## config.mk

```make
export PLATFORM = sky130hd
export DESIGN_NAME = uart_tx_responder
export DESIGN_NICKNAME = d
export VERILOG_FILES = /design/src/rtl/uart_tx_responder.sv
export SDC_FILE = /design/constraint.sdc
export NUM_CORES = 1
export LEC_CHECK = 0
export BUFFER_PORTS_ARGS = -buffer_cell sky130_fd_sc_hd__buf_4
export CORE_MARGIN = 2
export CORE_UTILIZATION = 40
export CTS_BUF_LIST = sky130_fd_sc_hd__clkbuf_16
export CTS_CLUSTER_SIZE = 30
export DETAILED_ROUTE_END_ITERATION = 16
export GPL_TIMING_DRIVEN = 0
export HOLD_SLACK_MARGIN = 0.05
export SLEW_MARGIN = 20
export SYNTH_ARGS = -nofsm -noshare
export SYNTH_HDL_FRONTEND = slang
export SYNTH_SLANG_ARGS = --single-unit
```

## constraint.sdc

```tcl
create_clock -name clk -period 3.5 [get_ports clk]
set_input_delay 0.7 -clock clk [delete_from_list [all_inputs] [get_ports clk]]
set_output_delay 0.7 -clock clk [all_outputs]
set_load 0.02 [all_outputs]
```

## src/rtl/uart_tx_responder.sv

```systemverilog
// Memory-mapped 8N1 UART transmitter: TX FIFO, baud-timed serialiser, STAT/DIV/CTRL registers.
// Define UART_TX_IRQ_EN to build the CTRL register and the level transmit-complete interrupt.
module uart_tx_responder #(
  parameter int CLK_HZ     = 27000000,
  parameter int BAUD       = 115200,
  parameter int FIFO_DEPTH = 8
) (
  input  logic        clk,
  input  logic        rst_n,
  input  logic        ren,
  input  logic        wen,
  input  logic [3:0]  addr,
  input  logic [31:0] wdata,
  output logic [31:0] rdata,
  output logic        tx,
  output logic        irq
);
  localparam int PW = $clog2(FIFO_DEPTH);
  localparam int CW = PW + 1;
  localparam logic [15:0]   DIV_RESET  = 16'(CLK_HZ / BAUD);
  localparam logic [CW-1:0] FULL_COUNT = CW'(FIFO_DEPTH);

  typedef enum logic [1:0] {IDLE, START, DATA, STOP} state_t;

  state_t        state_q, state_d;
  logic          tx_q, tx_d;
  logic [7:0]    shift_q, shift_d;
  logic [2:0]    bit_cnt_q, bit_cnt_d;
  logic [15:0]   cnt_q, cnt_d;
  logic [15:0]   div_q, div_d;
  logic [15:0]   div_reg_q, div_reg_d;
  logic [PW-1:0] wr_ptr_q, wr_ptr_d, rd_ptr_q, rd_ptr_d;
  logic [CW-1:0] count_q, count_d;
  logic          ovf_q, ovf_d;
  logic [7:0]    fifo_mem [FIFO_DEPTH];

  logic sel_data, sel_stat, sel_div;
  logic full, empty, busy, push_req, push_ok, pop, bit_end;
  logic unused_bits;

`ifdef UART_TX_IRQ_EN
  logic irq_en_q, irq_en_d, irq_q, irq_d;
`endif

  assign sel_data    = (addr[3:2] == 2'd0);
  assign sel_stat    = (addr[3:2] == 2'd1);
  assign sel_div     = (addr[3:2] == 2'd2);
  assign full        = (count_q == FULL_COUNT);
  assign empty       = (count_q == '0);
  assign busy        = (state_q != IDLE);
  assign pop         = (state_q == IDLE) && !empty;
  assign push_req    = wen && sel_data;
  assign push_ok     = push_req && (!full || pop);
  assign unused_bits = ^{wdata[31:16], addr[1:0]};
  assign tx          = tx_q;

  always_comb begin
    wr_ptr_d  = push_ok ? wr_ptr_q + 1'b1 : wr_ptr_q;
    rd_ptr_d  = pop ? rd_ptr_q + 1'b1 : rd_ptr_q;
    count_d   = count_q;
    if (push_ok && !pop)      count_d = count_q + 1'b1;
    else if (!push_ok && pop) count_d = count_q - 1'b1;
    ovf_d = ovf_q;
    if (push_req && !push_ok)             ovf_d = 1'b1;
    else if (wen && sel_stat && wdata[3]) ovf_d = 1'b0;
    div_reg_d = div_reg_q;
    if (wen && sel_div) div_reg_d = (wdata[15:0] == 16'd0) ? 16'd1 : wdata[15:0];
  end

  // Each bit level lasts div_q clocks; div_q is captured once per frame so DIV writes wait a frame.
  always_comb begin
    state_d   = state_q;
    tx_d      = tx_q;
    shift_d   = shift_q;
    bit_cnt_d = bit_cnt_q;
    cnt_d     = cnt_q;
    div_d     = div_q;
    bit_end   = (cnt_q == div_q - 16'd1);
    case (state_q)
      IDLE: if (!empty) begin
        state_d = START;
        tx_d    = 1'b0;
        shift_d = fifo_mem[rd_ptr_q];
        div_d   = div_reg_q;
        cnt_d   = '0;
      end
      START: if (bit_end) begin
        state_d   = DATA;
        tx_d      = shift_q[0];
        shift_d   = {1'b0, shift_q[7:1]};
        bit_cnt_d = '0;
        cnt_d     = '0;
      end else cnt_d = cnt_q + 16'd1;
      DATA: if (bit_end) begin
        cnt_d = '0;
        if (bit_cnt_q == 3'd7) begin
          state_d = STOP;
          tx_d    = 1'b1;
        end else begin
          tx_d      = shift_q[0];
          shift_d   = {1'b0, shift_q[7:1]};
          bit_cnt_d = bit_cnt_q + 3'd1;
        end
      end else cnt_d = cnt_q + 16'd1;
      STOP: if (bit_end) begin
        state_d = IDLE;
        cnt_d   = '0;
      end else cnt_d = cnt_q + 16'd1;
      default: state_d = IDLE;
    endcase
  end

  always_comb begin
    rdata = '0;
    if (ren) begin
      case (addr[3:2])
        2'd1: rdata = {28'd0, ovf_q, busy, empty, full};
        2'd2: rdata = {16'd0, div_reg_q};
`ifdef UART_TX_IRQ_EN
        2'd3: rdata = {31'd0, irq_en_q};
`endif
        default: rdata = '0;
      endcase
    end
  end

  always_ff @(posedge clk or negedge rst_n) begin
    if (!rst_n) begin
      state_q   <= IDLE;
      tx_q      <= 1'b1;
      shift_q   <= '0;
      bit_cnt_q <= '0;
      cnt_q     <= '0;
      div_q     <= '0;
      div_reg_q <= DIV_RESET;
      wr_ptr_q  <= '0;
      rd_ptr_q  <= '0;
      count_q   <= '0;
      ovf_q     <= 1'b0;
    end else begin
      state_q   <= state_d;
      tx_q      <= tx_d;
      shift_q   <= shift_d;
      bit_cnt_q <= bit_cnt_d;
      cnt_q     <= cnt_d;
      div_q     <= div_d;
      div_reg_q <= div_reg_d;
      wr_ptr_q  <= wr_ptr_d;
      rd_ptr_q  <= rd_ptr_d;
      count_q   <= count_d;
      ovf_q     <= ovf_d;
    end
  end

  // Storage needs no reset: pointers and count are cleared, so stale entries are unreachable.
  always_ff @(posedge clk) begin
    if (push_ok) fifo_mem[wr_ptr_q] <= wdata[7:0];
  end

`ifdef UART_TX_IRQ_EN
  always_comb begin
    irq_en_d = irq_en_q;
    if (wen && addr[3:2] == 2'd3) irq_en_d = wdata[0];
    irq_d = irq_en_q & empty & ~busy;
  end

  always_ff @(posedge clk or negedge rst_n) begin
    if (!rst_n) begin
      irq_en_q <= 1'b0;
      irq_q    <= 1'b0;
    end else begin
      irq_en_q <= irq_en_d;
      irq_q    <= irq_d;
    end
  end

  assign irq = irq_q;
`else
  assign irq = 1'b0;
`endif

endmodule

```

After elaboration in Yosys (flattened, before gate mapping)
Memory sizes are Yosys's and may differ from the RTL's.
Cells that the tools add are included.

word-level totals
  flip-flop bits (word level) = 73
  RAM bits = 64
  input port bits = 40
  output and inout port bits = 34
  word-level logic and storage cells = 95
  memories kept = 1

memories
  name      depth  width  rd ports  clocked after Yosys merged registers in  write ports  line  RTL
  fifo_mem  8      8      1         0                                        1            35    logic [7:0] fifo_mem [FIFO_DEPTH];

operators by class
  add/subtract/negate cells = 7
  equal/unequal tests = 14
  mux-type cells = 32
  bitwise logic cells = 1
  reduce and logical (&&, ||, !) cells = 29

operators with widths
  operator                 number
  $mux W16                 4
  $pmux W16 S2             2
  $mux W8                  4
  $pmux W8 S3              1
  $add A16 B1 Y16 const B  1
  $eq A16 B16 Y1           1
  $logic_not A16 Y1        1
  $sub A16 B1 Y16 const B  1
  $ne A2 B2 Y1 const B     6
  $mux W2                  5
  $reduce_and A5 Y1        2
  $add A3 B1 Y3 const B    3
  $logic_and A1 B1 Y1      9
  $mux W3                  3
  $mux W1                  8
  $mux W4                  2
  $pmux W2 S4              1
  $reduce_and A4 Y1        2
  $reduce_bool A2 Y1       4
  $eq A2 B2 Y1 const B     3
  $pmux W3 S2              1
  $add A4 B1 Y4 const B    1
  $eq A2 B1 Y1 const B     2
  $eq A4 B4 Y1 const B     1
  11 further kinds         15

Depth between registers and ports, before layout
  word-level depth = 9
  mapped depth = 13
  gate-level depth less buffers = 12

Least setup slack after synthesis
No wires, ideal clock.

  kind = reg2reg
  from = register count_q[0]
  to = register count_q[3]
  library setup time = 0.125 ns
  arrival = 2.709 ns
  data required time = 3.375 ns
  slack = 0.665 ns
  cell stages (with the launch flop) = 13
  buffers on the path = 2
  period minus slack after synthesis = 2.835 ns
  cells stage by stage = dfrtp_1 nor4_1 nand2b_1 clkbuf_1 clkbuf_1 ha_1 inv_1 ha_1 a21o_1 a21oi_1 xnor2_1 nor2_1 xor2_1

on the way
  longest elaborated chain between the ends = 8
  elaborated cells on any way between the ends = 16
  those cells by class = 2 x add/sub; 1 x eq/ne; 2 x mux; 11 x reduce/logical

ends and longest elaborated chain
  element                                                                line  RTL
  start, declared                                                        33    logic [CW-1:0] count_q, count_d;
  start signal, assigned                                                 150   count_q <= count_d;
  parallel branches: the longest is 8 deep, another holds $sub A4 B1 Y4  n/a

Parallel ways; which one is timed is not known. The select of a mux whose other input is x is not followed.
A chain may end at the register's enable or synchronous reset.

Worst setup path in the final report
  from = register div_q[8]
  to = register cnt_q[8]

on the way
  longest elaborated chain between the ends = 4

ends and longest elaborated chain
  element                 line         RTL
  start, declared         30           logic [15:0] div_q, div_d;
  start signal, assigned  146          div_q <= div_d;
  $sub A16 B1 Y16         78           bit_end = (cnt_q == div_q - 16'd1);
  $eq A16 B16 Y1          78
  $mux W16                87, 94, 105
  $pmux W16 S2            79           case (state_q)
  end signal, assigned    145          cnt_q <= cnt_d;
  end, declared           29           logic [15:0] cnt_q, cnt_d;

Every way passes these cells.

==> out/qor.yml <==
run_status:
  outcome: "finished clean"
timing:
  max_slew.worst_pin.slew_ns: 0.9265
  setup_viol: 0
  max_freq_ghz: 0.3141
  finalCritPeriodShare: 0.9096
  relSlewSlack: 0.3823
  hold_viol_final: 0
  hold_ws_ns: 0.4044
  rsz0062_at_grt: "no"
  maxSlewViolCount: 0
  period_needed_ns: 3.184
  clock_skew_ns: 0.01148
job:
  drv_cap: 0
setup_path:
  slowest_stage: "nor4_1"
  cp-start-kind: "flop"
  required_ns: 3.83
  crit_buf_inv: 3
  path_cells: "clkbuf_1 -> nor3_1 -> nand3_1 -> and3_1 -> nor4_1 -> nor2_1 -> a21oi_1 -> buf_2 -> buf_2 -> a21oi_1 -> a31oi_1"
  cp_max_fo: 10
  setup.worst_path.class: "reg -> reg"
  cp.arrival_ns: 3.52
  cp_slowest_stage_delay_ns: 0.49
  critical_path.top_delay_family: "simple AND/OR/NAND/NOR gates"
  end_kind: "flop"
clock_tree:
  cts_root_buf: "clkbuf_16"
  cts.path.max_buffers: 2
  cts_tree: "yes"
  cts.sinks: 137
  numCtsBuffers: 17
  cts.clk_slew.worst_paths_ns: 0.06
  htree_levels: 4
  clkLatencyLatePin_ns: 0.43
  post-cts-setup-buffers: 0
synth:
  synth_cell_type_count: 57
  synthCells: 563
  synth_area_um2: 6783
  yosysSeqAreaShare: 0.5538
  synthArstFlopShare: 0.5328
  ys_ff_latch: 137
  yosysWarnings: 0
  synth_edf_count: 64
  avgSynthCellArea_um2: 12.05
  synth_flop_cell: "dfrtp_1"
die:
  die-height_um: 134.2
  ioPinCount: 74
  die_x_um: 134.2
  start_util: 0.4090
  fp-row-count: 47
  die-area_um2: 18020
  coreArea_um2: 16580
detailed_routing:
  routedWlPerCell_um: 16.66
  route.detailed.drc: 0
  vias: 4464
  totalWireLength_mm: 14.48
  drt_iter0_drc: 252
  first_pass_iters: 4
  vias_per_cell: 5.137
  ant_nets: 0
cells_and_area:
  diodes: 0
  stdcell_count: 869
  nFillCells: 1495
  area_growth_pct: 18.50
  most-common-layout-cells: "70 x nand2_1, 67 x dfrtp_1, 64 x edfxtp_1"
  nNetsFinal: 694
  final_common_cell: "nand2_1"
  drive_gt1_frac: 0.2327
placed_design:
  gp_congestion: 0.8514
  numPlacedInstances: 837
  port_buffers: 38
  hpwl_mm: 10.29
min_path:
  hp-class: "in -> async"
pwr:
  clkPwrFrac: 0.273
  ir_worst_vdd_mv: 0.3964
  power_density_nw_per_um2: 821.8
  p_int_uw: 4221
  seqPwrFrac: 0.356
  p_sw_uw: 2384
  p_leak_uw: 0.003362
  sw_frac_of_total: 0.3610
  pwr-share-comb: 0.371
global_routing:
  grt_pass1_vias: 4684
  antenna_found_initial: 0
  grt.overflow.total: 0
  grt.total_usage: 0.1741
  grt_max_degree: 74
  grt_pass1_wl_mm: 24.27
==> layer usage <==
| layer | up-vias | wire length (um) | GRT usage |
|---|---|---|---|
| met5 | - | 0 | 0 |
| met4 | 0 | 240 | 0.06316 |
| met3 | 13 | 445 | 0.03741 |
| met2 | 79 | 7036 | 0.2846 |
| met1 | 2205 | 6755 | 0.2297 |
| li1 | 2167 | - | - |
==> layout make-up <==
class,instances,area [um2],share of cell area
sequential,137,3756,0.4673
buffer,42,241.5,0.03004
clock inverter,15,166.4,0.02070
timing repair buffer,38,285.3,0.03549
inverter,15,56.30,0.007005
clock buffer,17,425.4,0.05293
multi-input combinational,385,2831,0.3523
tap,220,275.3,0.03425
==> worst paths after layout <==
kind	from	end	slack, ns	depth (start not counted)
max in group asynchronous	rst_n	cnt_q[6]	2.48	1
worst min-delay path	rst_n	div_reg_q[13]	0.40	1
worst max register to register	div_q[8]	cnt_q[8]	0.32	11
worst min register to register	div_reg_q[2]	div_q[2]	0.50	2
min in group clk	div_reg_q[2]	div_q[2]	0.50	2
worst max-delay path	div_q[8]	cnt_q[8]	0.32	11
==> power by group through the flow <==
stage	clock network [uW]	logic (uW)	registers [uW]
after floorplan	0	1910	2270
after CTS	1840	2450	2330
after global routing	1900	2750	2400
after detailed placement	0	2430	2360
after global placement	0	2350	2340
final	1810	2450	2350
==> through the flow <==
step	util	total power, uW	worst slack (ns)	area (um2)	TNS (ns)
6_report	0.4847	6605	0.3163	8038	0
5_1_grt	0.4847	7059	0.03498	8038	0
4_1_cts	0.4832	6618	0.1941	8013	0
3_5_place_dp	0.4470	4786	-0.2692	7413	-0.2692
3_3_place_gp	0.4464	4684	-0.1943	7403	-0.1943
2_1_floorplan	-	4177	0.6653	6843	0
==> cell usage after synthesis, types with 2 or more instances <==
| library cell | count | share of area |
|---|---|---|
| mux2i_1 | 10 | 0.015 |
| o21ai_0 | 21 | 0.015 |
| dfstp_2 | 6 | 0.023 |
| nand4_1 | 2 | 0.0018 |
| buf_1 | 4 | 0.0022 |
| mux2_4 | 8 | 0.018 |
| buf_2 | 2 | 0.0015 |
| nor4_1 | 13 | 0.012 |
| ha_1 | 17 | 0.031 |
| buf_4 | 17 | 0.019 |
| a31oi_1 | 15 | 0.014 |
| o31ai_1 | 2 | 0.0022 |
| nor3_1 | 9 | 0.0066 |
| a21o_1 | 2 | 0.0022 |
| mux2_2 | 19 | 0.032 |
| and3_1 | 23 | 0.021 |
| dfrtp_1 | 67 | 0.25 |
| a21oi_1 | 21 | 0.015 |
| buf_6 | 2 | 0.0033 |
| or3_1 | 5 | 0.0046 |
| clkbuf_1 | 17 | 0.0094 |
| nand3_1 | 9 | 0.0066 |
| nand2_1 | 70 | 0.039 |
| inv_1 | 15 | 0.0083 |
| edfxtp_1 | 64 | 0.28 |
| a22oi_1 | 3 | 0.0033 |
| xor2_1 | 8 | 0.010 |
| mux4_2 | 16 | 0.053 |
| nand3b_1 | 5 | 0.0055 |
| a31o_2 | 2 | 0.0026 |
| nor2b_1 | 3 | 0.0028 |
| xnor2_1 | 17 | 0.022 |
| and2_1 | 2 | 0.0018 |
| a41oi_1 | 3 | 0.0039 |
| nor2_1 | 26 | 0.014 |
| a211o_1 | 2 | 0.0026 |
| nand2b_1 | 16 | 0.015 |
==> cells by family (layout without fill, tap and decap cells) <==
family	count (synthesis)	count (layout)	synth area share
xor+xnor	25	25	0.03228
fa+ha+maj	18	18	0.03431
mux	53	53	0.1171
compound gates	80	80	0.07287
other cells	1	17	0.0005529
simple gates	192	192	0.1455
flops	137	137	0.5538
buf+inv	57	127	0.04353
==> worst register-to-register path, delay by kind of cell (launching register included) <==
family          cells  cell delay, ns
compound gates      3            0.51
buf+inv             3            0.74
simple gates        5            1.47
flops               1            0.36
==> registers in the layout, indices dropped and copies added, names as in the netlist <==
name	count
wr_ptr_q	3
bit_cnt_q	3
div_q	16
ovf_q	1
shift_q	8
div_reg_q	16
fifo_mem	64
state_q	2
cnt_q	16
tx	1
rd_ptr_q	3
count_q	4
==> timing repair <==
item / in CTS / in global routing
resized for setup: 2 / 5
setup endpoints to repair: 1 / 14
cloned: 0 / 0
hold buffers: 0 / 0
Power figures use the tool's default switching activity.
